## config.mk

```make
export PLATFORM = sky130hd
export DESIGN_NAME = timing_seq_p_flat
export DESIGN_NICKNAME = d
export VERILOG_FILES = /design/src/rtl/timing_seq_p_if.sv /design/src/rtl/timing_seq_p.sv /design/src/flat_wrapper.sv
export SDC_FILE = /design/constraint.sdc
export NUM_CORES = 1
export LEC_CHECK = 0
export CORE_MARGIN = 2
export CORE_UTILIZATION = 39
export CTS_CLUSTER_DIAMETER = 40
export DETAILED_ROUTE_END_ITERATION = 8
export GPL_TIMING_DRIVEN = 0
export PLACE_DENSITY = 0.74
export SETUP_SLACK_MARGIN = 0.3
export SLEW_MARGIN = 25
export SYNTH_ARGS = -nofsm -noshare
export SYNTH_HDL_FRONTEND = slang
export SYNTH_SLANG_ARGS = --single-unit
```

## constraint.sdc

```tcl
create_clock -name clk -period 2.6 [get_ports clk]
set_clock_uncertainty 0.05 [all_clocks]
set_input_delay 0.65 -clock clk [delete_from_list [all_inputs] [get_ports clk]]
set_output_delay 0.65 -clock clk [all_outputs]
set_load 0.03 [all_outputs]
```

## src/rtl/timing_seq_p_if.sv

```systemverilog
// timing_seq_p_if: flag inputs and state outputs of the T-state sequencer
interface timing_seq_p_if #(
  parameter int TW = 3,
  parameter int CW = 4
);
  logic          ready;
  logic [2:0]    tnext_mc;
  logic          alu_carry_out;
  logic          taken_branch;
  logic          branch_page_cross;
  logic          onecycle;
  logic          twocycle;
  logic          dec_cycle;
  logic          dec_extra_cycle;
  logic          int_req;
  logic [TW-1:0] t;
  logic [TW-1:0] t_next;
  logic          sync;
  logic          int_ack;
  logic          insn_done;
  logic [CW-1:0] cyc_count;
  logic [CW-1:0] last_cycles;
  logic          seq_err;
  modport master (
    output ready, tnext_mc, alu_carry_out, taken_branch, branch_page_cross,
           onecycle, twocycle, dec_cycle, dec_extra_cycle, int_req,
    input  t, t_next, sync, int_ack, insn_done, cyc_count, last_cycles, seq_err
  );
  modport slave (
    input  ready, tnext_mc, alu_carry_out, taken_branch, branch_page_cross,
           onecycle, twocycle, dec_cycle, dec_extra_cycle, int_req,
    output t, t_next, sync, int_ack, insn_done, cyc_count, last_cycles, seq_err
  );
endinterface

```

## src/rtl/timing_seq_p.sv

```systemverilog
// timing_seq_p: parametrised 65xx T-state sequencer with interrupt entry, cycle counting and overrun flag
module timing_seq_p #(
  parameter int TW      = 3,
  parameter int MAXT    = 7,
  parameter int RESET_T = 2,
  parameter int CW      = 4
) (
  input logic          clk,
  input logic          reset,
  timing_seq_p_if.slave bus
);
  typedef enum logic [2:0] {H_ADV, H_END, H_TNC, H_TBR, H_TBE, H_TBT} hint_t;
  localparam logic [TW-1:0] T0     = '0;
  localparam logic [TW-1:0] T1     = TW'(1);
  localparam logic [TW-1:0] T2     = TW'(2);
  localparam logic [TW-1:0] TD     = TW'(MAXT);
  localparam logic [TW-1:0] T_LAST = TW'(MAXT - 1);
  localparam logic [TW-1:0] T_RST  = TW'(RESET_T);
  logic [TW-1:0] r_t, w_t_next;
  logic [CW-1:0] r_cyc, r_last, w_cyc_inc;
  logic          r_int_pend, r_int_ack, r_err, w_wrap;
  assign w_cyc_inc = &r_cyc ? r_cyc : r_cyc + 1'b1;
  // next-state selection; w_wrap marks a microcode overrun forced back to T0
  always_comb begin
    w_wrap   = 1'b0;
    w_t_next = T0;
    if (r_t == T0)
      w_t_next = T1;
    else if (r_t == T1)
      w_t_next = r_int_pend ? T2 : bus.onecycle ? T1 : bus.dec_cycle ? TD : bus.twocycle ? T0 : T2;
    else if (r_t == TD)
      w_t_next = bus.dec_extra_cycle ? T2 : T0;
    else if (r_t < TD) begin
      if (bus.tnext_mc == H_END || (bus.tnext_mc == H_TNC && !bus.alu_carry_out))
        w_t_next = T0;
      else if ((bus.tnext_mc == H_TBR && !bus.taken_branch) || (bus.tnext_mc == H_TBT && !bus.alu_carry_out))
        w_t_next = T1;
      else if (bus.tnext_mc == H_TBE)
        w_t_next = bus.branch_page_cross ? T0 : T1;
      else if (r_t == T_LAST) begin
        w_t_next = T0;
        w_wrap   = 1'b1;
      end else
        w_t_next = r_t + 1'b1;
    end
  end
  // state, interrupt entry, cycle counters and sticky overrun; all frozen while not ready
  always_ff @(posedge clk or posedge reset)
    if (reset) begin
      r_t        <= T_RST;
      r_int_pend <= 1'b0;
      r_int_ack  <= 1'b0;
      r_cyc      <= '0;
      r_last     <= '0;
      r_err      <= 1'b0;
    end else if (bus.ready) begin
      r_t        <= w_t_next;
      r_int_pend <= (r_t == T1) ? 1'b0 : (r_t == T0 && bus.int_req) ? 1'b1 : r_int_pend;
      r_int_ack  <= r_t == T1 && r_int_pend;
      r_err      <= r_err | w_wrap;
      r_cyc      <= (w_t_next == T1) ? '0 : w_cyc_inc;
      if (w_t_next == T1) r_last <= w_cyc_inc;
    end
  assign bus.t           = r_t;
  assign bus.t_next      = w_t_next;
  assign bus.sync        = r_t == T1;
  assign bus.int_ack     = r_int_ack;
  assign bus.insn_done   = bus.ready && w_t_next == T1;
  assign bus.cyc_count   = r_cyc;
  assign bus.last_cycles = r_last;
  assign bus.seq_err     = r_err;
endmodule

```

## src/flat_wrapper.sv

```systemverilog
// flat-port wrapper written by rule: the top's interface ports become plain ports
module timing_seq_p_flat 
#(
  parameter int TW      = 3,
  parameter int MAXT    = 7,
  parameter int RESET_T = 2,
  parameter int CW      = 4
)
  (clk, reset, bus_ready, bus_tnext_mc, bus_alu_carry_out, bus_taken_branch, bus_branch_page_cross, bus_onecycle, bus_twocycle, bus_dec_cycle, bus_dec_extra_cycle, bus_int_req, bus_t, bus_t_next, bus_sync, bus_int_ack, bus_insn_done, bus_cyc_count, bus_last_cycles, bus_seq_err);
  timing_seq_p_if #(.TW(TW), .CW(CW)) bus_i ();
  input logic clk;
  input logic reset;
  input wire logic [$bits(bus_i.ready)-1:0] bus_ready;
  input wire logic [$bits(bus_i.tnext_mc)-1:0] bus_tnext_mc;
  input wire logic [$bits(bus_i.alu_carry_out)-1:0] bus_alu_carry_out;
  input wire logic [$bits(bus_i.taken_branch)-1:0] bus_taken_branch;
  input wire logic [$bits(bus_i.branch_page_cross)-1:0] bus_branch_page_cross;
  input wire logic [$bits(bus_i.onecycle)-1:0] bus_onecycle;
  input wire logic [$bits(bus_i.twocycle)-1:0] bus_twocycle;
  input wire logic [$bits(bus_i.dec_cycle)-1:0] bus_dec_cycle;
  input wire logic [$bits(bus_i.dec_extra_cycle)-1:0] bus_dec_extra_cycle;
  input wire logic [$bits(bus_i.int_req)-1:0] bus_int_req;
  output wire logic [$bits(bus_i.t)-1:0] bus_t;
  output wire logic [$bits(bus_i.t_next)-1:0] bus_t_next;
  output wire logic [$bits(bus_i.sync)-1:0] bus_sync;
  output wire logic [$bits(bus_i.int_ack)-1:0] bus_int_ack;
  output wire logic [$bits(bus_i.insn_done)-1:0] bus_insn_done;
  output wire logic [$bits(bus_i.cyc_count)-1:0] bus_cyc_count;
  output wire logic [$bits(bus_i.last_cycles)-1:0] bus_last_cycles;
  output wire logic [$bits(bus_i.seq_err)-1:0] bus_seq_err;
  assign bus_i.ready = bus_ready;
  assign bus_i.tnext_mc = bus_tnext_mc;
  assign bus_i.alu_carry_out = bus_alu_carry_out;
  assign bus_i.taken_branch = bus_taken_branch;
  assign bus_i.branch_page_cross = bus_branch_page_cross;
  assign bus_i.onecycle = bus_onecycle;
  assign bus_i.twocycle = bus_twocycle;
  assign bus_i.dec_cycle = bus_dec_cycle;
  assign bus_i.dec_extra_cycle = bus_dec_extra_cycle;
  assign bus_i.int_req = bus_int_req;
  assign bus_t = bus_i.t;
  assign bus_t_next = bus_i.t_next;
  assign bus_sync = bus_i.sync;
  assign bus_int_ack = bus_i.int_ack;
  assign bus_insn_done = bus_i.insn_done;
  assign bus_cyc_count = bus_i.cyc_count;
  assign bus_last_cycles = bus_i.last_cycles;
  assign bus_seq_err = bus_i.seq_err;
  timing_seq_p #(.TW(TW), .MAXT(MAXT), .RESET_T(RESET_T), .CW(CW)) u_core (.clk(clk), .reset(reset), .bus(bus_i));
endmodule
```

After elaboration in Yosys (flattened, before gate mapping)
Cells that the tools add are included.

Flip-flop bits (word level): 14. Input bits: 14. Output and inout port bits: 18. Logic and storage cells: 60.

Add/sub/neg operators: 2. Magnitude comparators: 1. Eq/ne operators: 9. Mux-type cells: 26. Bitwise gates (word level): 1. Reductions and logical operators: 15.

Operator list (number): 3-bit 2-to-1 mux (11); 3-bit equality test, second input constant (4); 1-bit 2-to-1 mux (11); 3-bit by 1-bit equality test with 1-bit output, second input constant (3); 4-bit 2-to-1 mux (2); 3-bit by 2-bit equality test with 1-bit output, second input constant (2); 1-bit logical AND (6); 4-bit by 1-bit adder with 4-bit output, second input constant (1); 2-bit 2-to-1 mux (2); 2-bit AND reduction (2); 4-bit AND reduction (1); 3-bit by 1-bit adder with 3-bit output, second input constant (1); 3-bit zero test (1); 3-bit less-than comparator, second input constant (1); 1-bit zero test (2); 1-bit logical OR (2); 2-bit nonzero test (1); 1-bit OR (1).

Logic depth before layout (Yosys ltp)
Gate-level depths: netlist (run 1).

Depth in word-level cells: 11. Mapped depth: 10. Mapped depth without buffers: 8.

Worst setup path after synthesis (run 1)
No wires, ideal clock.

Kind: register to output. Start: register u_core.r_t[1], in the netlist u_core.bus.t[1]. End: output bus_insn_done. Data arrival time: 2.475 ns. Required time: 1.900 ns. Path slack: -0.575 ns. Cell stages (with the launch flop): 9. Path buffers: 2. Cells stage by stage: dfstp_2 clkbuf_1 and2_1 ha_1 a21oi_1 o31a_1 nor3_1 nor3b_2 buf_6.

Word-level cells in the longest chain between the ends: 11. Elaborated cells on any way between the ends: 16.

Ends and longest elaborated chain: start: declaration (RTL line timing_seq_p.sv:19) `logic [TW-1:0] r_t, w_t_next;`; start signal: assignment (RTL line timing_seq_p.sv:57) `r_t <= w_t_next;`; 3-bit by 1-bit adder with 3-bit output / 3-bit equality test (equally long branches) (RTL line timing_seq_p.sv:44, timing_seq_p.sv:40); 3-bit 2-to-1 mux (RTL line timing_seq_p.sv:40) `else if (r_t == T_LAST) begin`; 3-bit 2-to-1 mux (RTL line timing_seq_p.sv:38) `else if (bus.tnext_mc == H_TBE)`; 3-bit 2-to-1 mux (RTL line timing_seq_p.sv:36) `else if ((bus.tnext_mc == H_TBR && !bus.taken_branch) || (bus.tnext_mc == H_TBT && !bus.alu_carry_out))`; 3-bit 2-to-1 mux (RTL line timing_seq_p.sv:34) `if (bus.tnext_mc == H_END || (bus.tnext_mc == H_TNC && !bus.alu_carry_out))`; 3-bit 2-to-1 mux (RTL line timing_seq_p.sv:33) `else if (r_t < TD) begin`; 3-bit 2-to-1 mux (RTL line timing_seq_p.sv:31) `else if (r_t == TD)`; 3-bit 2-to-1 mux (RTL line timing_seq_p.sv:29) `else if (r_t == T1)`; 3-bit 2-to-1 mux * (RTL line timing_seq_p.sv:27) `if (r_t == T0)`; via bus_t_next[1] (RTL line flat_wrapper.sv:24) `output wire logic [$bits(bus_i.t_next)-1:0] bus_t_next;`; 3-bit by 1-bit equality test with 1-bit output * (RTL line timing_seq_p.sv:68) `assign bus.insn_done = bus.ready && w_t_next == T1;`; 1-bit logical AND * (RTL line timing_seq_p.sv:68); end: declaration (RTL line flat_wrapper.sv:27) `output wire logic [$bits(bus_i.insn_done)-1:0] bus_insn_done;`.

The timed path passes the listed nets; every way through them passes the cells marked *.

Worst setup path after layout (run 1)
Start: input bus_dec_cycle. End: output bus_insn_done.

Word-level cells in the longest chain between the ends: 7.

Ends and longest elaborated chain: start: declaration (RTL line flat_wrapper.sv:20) `input wire logic [$bits(bus_i.dec_cycle)-1:0] bus_dec_cycle;`; 3-bit 2-to-1 mux (3 in a row) (RTL line timing_seq_p.sv:30) `w_t_next = r_int_pend ? T2 : bus.onecycle ? T1 : bus.dec_cycle ? TD : bus.twocycle ? T0 : T2;`; 3-bit 2-to-1 mux (RTL line timing_seq_p.sv:29); 3-bit 2-to-1 mux (RTL line timing_seq_p.sv:27); 3-bit by 1-bit equality test with 1-bit output (RTL line timing_seq_p.sv:68); 1-bit logical AND (RTL line timing_seq_p.sv:68).

Every way passes these cells.

==> results of run 1 <==
[registers in the layout (all words and copies together), names as in the netlist]
signal                  cells
u_core.bus.cyc_count        4
u_core.bus.int_ack          1
u_core.bus.last_cycles      4
u_core.bus.seq_err          1
u_core.bus.t                3
u_core.r_int_pend           1
[power by group through the flow]
stage	sequential [µW]	combinational (µW)	clock (µW)
final	440	1430	126
after global routing	455	1530	138
after CTS	433	1360	128
after detailed placement	433	1230	0
after global placement	430	1210	0
after floorplan	613	641	0
[metal layers]
| metal | vias to the layer above | GRT usage (%) | wire [µm] |
|---|---|---|---|
| li1 | 436 | - | - |
| met1 | 419 | 22.1 | 988 |
| met2 | 27 | 34.0 | 1210 |
| met3 | 7 | 0.862 | 87 |
| met4 | 0 | 10.1 | 48 |
| met5 | - | 0 | 0 |
[per-stage QoR]
stage / setup WS (ps) / power [µW] / TNS (ps) / hold WS (ps) / std cells
after floorplan: -38.9 / 1250 / -38.9 / 488 / 96
after global placement: -1300 / 1640 / -5680 / 417 / 155
after detailed placement: -1320 / 1660 / -6000 / 423 / 155
after CTS: -420 / 1920 / -601 / 440 / 167
after global routing: -316 / 2120 / -549 / 481 / 170
final: -233 / 2000 / -334 / 427 / 170
[cell usage in the layout (no fill, tap or decap), types with 2 or more instances in the layout]
| cell | Yosys | final |
|---|---|---|
| dfrtp_1 | 13 | 11 |
| nor3_1 | 3 | 2 |
| buf_4 | 0 | 10 |
| buf_8 | 0 | 2 |
| nor2_1 | 10 | 8 |
| clkbuf_1 | 3 | 2 |
| mux2_2 | 3 | 2 |
| dfrtp_2 | 0 | 2 |
| nand2b_1 | 3 | 3 |
| nand3_1 | 4 | 4 |
| mux2i_1 | 4 | 4 |
| mux2_4 | 2 | 3 |
| clkdlybuf4s50_1 | 0 | 19 |
| inv_1 | 8 | 7 |
| dlygate4sd2_1 | 0 | 2 |
| clkbuf_4 | 0 | 3 |
| o21ai_0 | 3 | 2 |
| xor2_1 | 2 | 2 |
| nand2_1 | 4 | 3 |
| a211oi_1 | 2 | 2 |
| nor2_2 | 1 | 3 |
| buf_6 | 1 | 9 |
| a21oi_1 | 7 | 5 |
| a21oi_2 | 0 | 2 |
[critical path, cell delays in order]
cell and delay, ps:
clkdlybuf4s50_1 480, inv_1 60, nor4_2 420, a311o_1 210
nor3b_2 60, buf_6 120, buf_6 130
[cells by family (layout without fill, tap and decap cells)]
kind of cell	after synthesis	after routing	synth area share [%]
AOI/OAI and AO/OA	23	23	18.6
muxes	9	9	11.5
xor gates and xnor gates	3	3	2.92
DFF	14	14	39.1
adders and majority gates	2	2	2.78
and+or+nand+nor	33	33	19.2
buffers and inverters	12	58	5.84
[Yosys cell counts, drive strengths merged]
cell and count:
nor3 3, a311o 1, mux2 5, inv 8, dfstp 1, a211oi 2
dfrtp 13, or2 1, clkbuf 3, nand2 4, nor2b 2, nand3b 1
mux2i 4, a31o 1, and2 1, a21boi 1, o2bb2ai 1, o211ai 1
a22o 1, ha 2, o31a 1, o21ai 3, buf 1, a41o 1
a32o 1, a31oi 1, nand3 4, or3b 1, xnor2 1, nand2b 3
xor2 2, a32oi 1, nor2 11, nor3b 1, nor4 1, a21oi 7
[timing repair]
action	4_1_cts	5_1_grt
pin swaps	11	10
buffers inserted	8	3
setup endpoints to repair	13	14
resized for setup	60	12
[cell type report]
class                   count  share of cell area (%)
multi-input cells          70                    39.6
repair buffers             42                    27.3
flip-flops and latches     14                    23.9
plain buffers               4                    2.96
well taps                  28                    2.37
inverters                   8                    2.03
clock buffers               4                    1.78
[final timing paths]
| kind | from | end | slack, ps |
|---|---|---|---|
| worst min-delay path | u_core.bus.seq_err | u_core.bus.seq_err | 430 |
| worst min register to register | u_core.bus.seq_err | u_core.bus.seq_err | 430 |
| min in group asynchronous | reset | u_core.bus.last_cycles[2] | 630 |
| worst max-delay path | bus_dec_cycle | bus_insn_done | -230 |
| worst max register to register | u_core.bus.t[1] | u_core.bus.last_cycles[0] | 300 |
| max in group asynchronous | reset | u_core.bus.t[2] | 1490 |
==> impl_metrics.tcl, run 1 <==
set metrics [dict create \
    io_buffers 31 \
    status "finished with violations" \
    min_period_ps 2830 \
    antenna_found_initial 0 \
    synth.distinct_cells 38 \
    power_frac_comb_pct 71.7 \
    timing.final.ws_setup_ps -233 \
    tightest_slew_ps 504 \
    cts.sink_count 14 \
    setup_violations 2 \
    htreeDepth 1 \
    area_growth_pct 64.4 \
    num_vias 889 \
    synthesis.area_um2 900 \
    ys_seq_area_share_pct 39.1 \
    crit_fanout 2 \
    crit_arrival_ps 2130 \
    hold_violations 0 \
    cts_root_buf "clkbuf_4" \
    fin_nets 159 \
    cp-end-kind "output port" \
    layout-drive-gt1-share_pct 38.0 \
    synthesis.nets 112 \
    ir_drop_uv 885 \
    violations "negative setup slack" \
    synth_area_per_cell_um2 9.37 \
    multi_input_area_um2 586 \
    post-dp-hpwl_mm 1.60 \
    die_h_um 52.0 \
    maxCapViolations 0 \
    drc_errors 0 \
    ant_nets 0 \
    switching_share_pct 44.6 \
    fp-row-count 17 \
    r2r_cells 8 \
    hold_path.class "flip-flop to flip-flop" \
    cp.required_ps 1900 \
    hold_buffers 0 \
    synth_seq_cells 14 \
    fin_crit_sh_pct 109 \
    yosysWarnings 0 \
    p_int_uw 1110 \
    gp_congestion 0.795 \
    rsz0062_at_grt "yes" \
    post-route-util_pct 67.5 \
    leakage_uw 0.000651 \
    hold_depth 1 \
    register_area_um2 354 \
    switching_power_uw 891 \
    synth_area_leader_cell "dfrtp_1" \
    clk_pin_slew_ps 70 \
    grt_pass1_vias 918 \
    yosysTopAreaCellShare_pct 36.2 \
    fmax_mhz 353 \
    cts_buffers 3 \
    wl_per_cell_um 13.7 \
    synthTopCellsByArea "dfrtp_1 36%, mux2i_1 4.5%, nor2_1 4.2%" \
    grt_max_degree 15 \
    routed_wl_mm 2.33 \
    initial_core_util_pct 41.1 \
    fillers 179 \
    grt_use_total_pct 18.8 \
    dpl_cell_area_um2 1300 \
    power_frac_seq_pct 22.0 \
    num_io_pins 32 \
    n_antenna_cell 0 \
    core_region_area_um2 2190 \
    die-area_um2 2710 \
    vias_per_cell 5.23 \
    worstSkewPairLatency_ps 280 \
    dr.pass1.iters 4 \
    maxSlewViolCount 0 \
    power_density_nw_per_um2 1350 \
    gr-total-overflow 0 \
    grt_pass1_wl_mm 3.80 \
    startpoint_type "input pin" \
    finalInstanceArea_um2 1480 \
    cts_tree "done" \
    drtIter0Drc 13 \
    die_w_um 52.0 \
    cts_buffer_depth 2 \
    synthCells 96 \
    slew_headroom_pct 66.4 \
    p_clk_share_pct 6.3 \
    path_class "input pin to output port" \
]
Note: power is estimated with default switching activity, not from simulation.
==> inputs of run 2 (changes only) <==
CORE_UTILIZATION = 29   (was 39)
PLACE_DENSITY = default   (was 0.74)
==> run 2 against run 1 <==
The run still ends with negative setup slack left. Die area up 32%. Clock power rose by 23%. Non-clock buffer count up 5. Sequential cell count unchanged. Largest cell class unchanged.
==> impl_metrics.tcl, run 2 (same netlist as run 1, synthesis figures left out) <==
set metrics [dict create \
    status "finished with violations" \
    violations "negative setup slack" \
    hold_buffers 0 \
    fin_nets 164 \
    slowest_delay_ps 400 \
    grt_pass1_vias 790 \
    num_io_pins 32 \
    mostFrequentLayoutCells "17 x clkdlybuf4s50_1, 15 x buf_6, 11 x dfrtp_1, 8 x nor2_1, 8 x buf_4" \
    htreeDepth 1 \
    leakage_uw 0.000706 \
    register_area_um2 354 \
    min_from "u_core.bus.seq_err" \
    wl_per_cell_um 14.2 \
    cts_buffers 3 \
    crit_buf_inv 3 \
    dr.pass1.iters 4 \
    gp_congestion 0.824 \
    hold_violations 0 \
    crit_arrival_ps 2160 \
    core_region_area_um2 3000 \
    drtIter0Drc 41 \
    drc_errors 0 \
    multi_input_area_um2 606 \
    grt_use_total_pct 12.6 \
    r2r_slack_ps 150 \
    power_density_nw_per_um2 1360 \
    rsz0062_at_grt "yes" \
    fin_crit_sh_pct 110 \
    cts_buffer_depth 2 \
    startpoint_type "input pin" \
    fp-row-count 20 \
    worstReg2RegStart "u_core.bus.t[1]" \
    min_period_ps 2860 \
    n_antenna_cell 0 \
    die_w_um 59.7 \
    grt_pass1_wl_mm 3.53 \
    initial_core_util_pct 30.0 \
    grt_max_degree 15 \
    crit_chain "buf_8 -> or3b_4 -> a32oi_4 -> nor2_2 -> a311o_1 -> nor3b_2 -> buf_6 -> buf_6" \
    gr-total-overflow 0 \
    tightest_slew_ps 563 \
    io_buffers 31 \
    r2r_cells 10 \
    setup_violations 3 \
    dp_slack_ps -1350 \
    cp.required_ps 1900 \
    hold_path.class "flip-flop to flip-flop" \
    worstSkewPairLatency_ps 280 \
    fmax_mhz 350 \
    cts_tree "done" \
    fillers 300 \
    ir_drop_uv 610 \
    die_h_um 59.7 \
    slowest_stage "or3b_4" \
    path_delay_family "simple AND/OR/NAND/NOR gates" \
    timing.final.ws_setup_ps -259 \
    crit_top_cell "buf_6" \
    area_growth_pct 76.6 \
    reg2reg_to "u_core.bus.last_cycles[0]" \
    post-dp-hpwl_mm 1.65 \
    hold_depth 1 \
    final_common_cell "clkdlybuf4s50_1" \
    ant_nets 0 \
    cts.sink_count 14 \
    crit_fanout 2 \
    maxSlewViolCount 0 \
    worstHoldEndpoint "u_core.bus.seq_err" \
    die-area_um2 3560 \
    layout-drive-gt1-share_pct 42.9 \
    path_class "input pin to output port" \
    cp-end-kind "output port" \
    maxCapViolations 0 \
    vias_per_cell 5.15 \
    clk_pin_slew_ps 80 \
    cts_root_buf "clkbuf_4" \
    routed_wl_mm 2.55 \
    slew_headroom_pct 62.4 \
    post-route-util_pct 52.9 \
    num_vias 927 \
    antenna_found_initial 0 \
]
run 2: cell count changes in the layout (fill, tap and decap cells not counted), moves of 2 or more:
cell,previous run,this run
buf_4,10,8
dlymetal6s2s_1,0,2
a211oi_1,2,0
clkdlybuf4s50_1,19,17
a211oi_2,0,2
buf_8,2,4
buf_6,9,15
run 2: worst max path at each step:
stage	startpoint	endpoint	slack (ps)	cells past startpoint
detailed placement	bus_tnext_mc[1]	bus_insn_done	-1350	8
global route	bus_alu_carry_out	bus_insn_done	-330	8
CTS	bus_alu_carry_out	bus_insn_done	-420	8
global placement	bus_tnext_mc[1]	bus_insn_done	-1310	8
floorplan	u_core.bus.t[1]	bus_insn_done	-40	7
finish	bus_alu_carry_out	bus_insn_done	-260	8
run 2: area by class of cell:
class                           count  area share (%)
Inverter                            8            1.89
Tap cell                           33            2.60
Clock buffer                        4            2.28
Sequential cell                    14            22.3
Multi-Input combinational cell     70            38.1
Timing Repair Buffer               47            30.0
Buffer                              4            2.83
run 2: worst register-to-register path, delay by kind of cell (launching register included):
family	cells	cell delay [ps]
buf+inv	5	550
fa+ha+maj	1	190
compound gates	1	380
mux	1	300
simple gates	2	340
flops	1	550
run 2: routing by layer:
| layer | vias to the layer above | wire length (µm) | global-route usage (%) |
|---|---|---|---|
| li1 | 443 | - | - |
| met5 | - | 0 | 0 |
| met4 | 0 | 24 | 3.81 |
| met1 | 450 | 1130 | 17.7 |
| met3 | 4 | 128 | 1.30 |
| met2 | 30 | 1270 | 20.5 |
run 2: through the flow:
step                instance area, µm²  hold WS (ps)  total power (µW)  TNS [ps]  instances
floorplan                          956           488              1250     -38.9         96
detailed placement                1310           426              1660     -6230        160
global route                      1590           471              2290      -558        180
CTS                               1390           444              1870      -777        168
finish                            1590           434              2160      -390        180
global placement                  1310           422              1660     -5680        160
run 2: what timing repair did:
item	4_1_cts	5_1_grt
pin swaps	9	9
gates resized for setup	52	35
setup endpoints to repair	13	14
gates cloned	0	0
buffers inserted	4	12
run 2: power by group:
group,total (µW),internal [µW],switching (µW)
Combinational,1560,808,757
Sequential,445,331,114
Clock,155,85.1,69.9
Total,2160,1220,941
==> inputs of run 3 (changes only) <==
CTS_BUF_LIST = sky130_fd_sc_hd__clkbuf_4   (was default)
==> run 3 against run 2 <==
The flow still finishes with violations (negative setup slack). Sequential power barely moved. Fmax is 0.47% lower. Combinational power hardly changed. Non-clock buffer count unchanged. Global-route usage increased by 0.13 points. Setup slack lost 13 ps. Routed wire length down 3.0%. Clock-buffer cell count down 1. First-iteration DRC count shrank 20%. Critical path type unchanged. Critical path depth is the same. Via count is 1.9% lower.
==> impl_metrics.tcl, run 3 (same netlist as run 1, synthesis figures left out) <==
set metrics [dict create \
    crit_fanout 2 \
    fillers 297 \
    antenna_found_initial 0 \
    n_antenna_cell 0 \
    htreeDepth 1 \
    gr-total-overflow 0 \
    num_io_pins 32 \
    r2r_cells 10 \
    slowest_stage "or3b_4" \
    timing.final.ws_setup_ps -273 \
    crit_chain "buf_8 -> or3b_4 -> a32oi_4 -> nor2_2 -> a311o_1 -> nor3b_2 -> buf_6 -> buf_6" \
    layout-drive-gt1-share_pct 42.2 \
    dr.pass1.iters 4 \
    drc_errors 0 \
    startpoint_type "input pin" \
    crit_arrival_ps 2170 \
    mostFrequentLayoutCells "17 x clkdlybuf4s50_1, 15 x buf_6, 11 x dfrtp_1, 8 x nor2_1, 8 x buf_4" \
    maxCapViolations 0 \
    tightest_slew_ps 515 \
    post-dp-hpwl_mm 1.65 \
    hold_path.class "flip-flop to flip-flop" \
    clk_pin_slew_ps 80 \
    worstSkewPairLatency_ps 270 \
    min_from "u_core.bus.seq_err" \
    register_area_um2 354 \
    cp.required_ps 1900 \
    min_period_ps 2870 \
    grt_max_degree 15 \
    hold_violations 0 \
    num_vias 909 \
    core_region_area_um2 3000 \
    status "finished with violations" \
    io_buffers 31 \
    hold_buffers 0 \
    maxSlewViolCount 0 \
    grt_pass1_vias 787 \
    cts_buffers 3 \
    fin_tns_setup_ps -403 \
    vias_per_cell 5.05 \
    whs_ps 436 \
    path_class "input pin to output port" \
    setup_violations 3 \
    ant_nets 0 \
    crit_top_cell "buf_6" \
    final_common_cell "clkdlybuf4s50_1" \
    power_density_nw_per_um2 1350 \
    wl_per_cell_um 13.8 \
    crit_path_end "bus_insn_done" \
    fin_nets 164 \
    grt_use_total_pct 12.8 \
    die-area_um2 3560 \
    die_w_um 59.7 \
    cp.depth 8 \
    fin_crit_sh_pct 110 \
    leakage_uw 0.000700 \
    violations "negative setup slack" \
    worstSetupStartpoint "bus_alu_carry_out" \
    reg2reg_to "u_core.bus.last_cycles[0]" \
    ir_drop_uv 663 \
    die_h_um 59.7 \
    crit_buf_inv 3 \
    slew_headroom_pct 65.6 \
    gp_congestion 0.824 \
    drtIter0Drc 33 \
    rsz0062_at_grt "yes" \
    cp-end-kind "output port" \
    fmax_mhz 348 \
    path_delay_family "simple AND/OR/NAND/NOR gates" \
    cts_buffer_depth 2 \
    fp-row-count 20 \
    routed_wl_mm 2.48 \
    multi_input_area_um2 606 \
    slowest_delay_ps 400 \
    grt_pass1_wl_mm 3.53 \
    cts.sink_count 14 \
    worstReg2RegStart "u_core.bus.t[1]" \
    r2r_slack_ps 140 \
    area_growth_pct 75.5 \
    cts_root_buf "clkbuf_4" \
    cts_tree "done" \
    initial_core_util_pct 30.0 \
]
==> run 3: cell count changes in the layout (fill, tap and decap cells not counted), sizes merged <==
cell / delta
clkbuf: -1
clkinv: +1
==> run 3: how the worst min path moves through the flow <==
stage | cells after the start | endpoint | slack [ps]
3_3_place_gp | 1 | u_core.bus.seq_err | 420
6_report | 1 | u_core.bus.seq_err | 440
2_1_floorplan | 1 | u_core.bus.cyc_count[0] | 490
5_1_grt | 1 | u_core.bus.seq_err | 470
4_1_cts | 1 | u_core.bus.seq_err | 440
3_5_place_dp | 1 | u_core.bus.seq_err | 430
==> run 3: layout make-up <==
cell class	instances	area share, %
Buffer	4	2.85
Clock inverter	1	0.238
Timing Repair Buffer	47	30.2
Clock buffer	3	1.43
Inverter	8	1.90
Sequential cell	14	22.4
Multi-Input combinational cell	70	38.4
Tap cell	33	2.61
==> run 3: per-stage QoR <==
step           instance area [µm²]  worst slack, ps  util (%)  instances  power (µW)
2_1_floorplan                  956            -38.9         -         96        1250
3_3_place_gp                  1310            -1310      43.5        160        1660
3_5_place_dp                  1310            -1350      43.5        160        1660
4_1_cts                       1380             -417      45.8        168        1840
5_1_grt                       1580             -338      52.6        180        2260
6_report                      1580             -273      52.6        180        2130
==> run 3: worst reg2reg max path, cell delays in order (launching register included) <==
cell     delay (ps)
dfstp_2         550
buf_8           120
and2_4          150
ha_4            190
a311o_1         370
nor3b_2         200
buf_6           130
buf_4           100
buf_6            80
buf_8           110
mux2_4          290
==> run 3: per-layer routing <==
| metal | vias to the layer above | GRT usage [%] | wire [µm] |
|---|---|---|---|
| met2 | 28 | 20.5 | 1260 |
| met5 | - | 0 | 0 |
| li1 | 443 | - | - |
| met1 | 434 | 17.7 | 1060 |
| met3 | 4 | 1.30 | 127 |
| met4 | 0 | 4.76 | 24 |
==> run 3: report_power, final <==
part           internal (µW)  switching [µW]
sequential               331             114
clock                   55.5            65.9
combinational            808             752
==> run 3: timing repair <==
item,in CTS,in global routing
gates resized for setup,52,35
buffers inserted,4,12
endpoints found under the setup margin,13,14
pin swaps,9,9
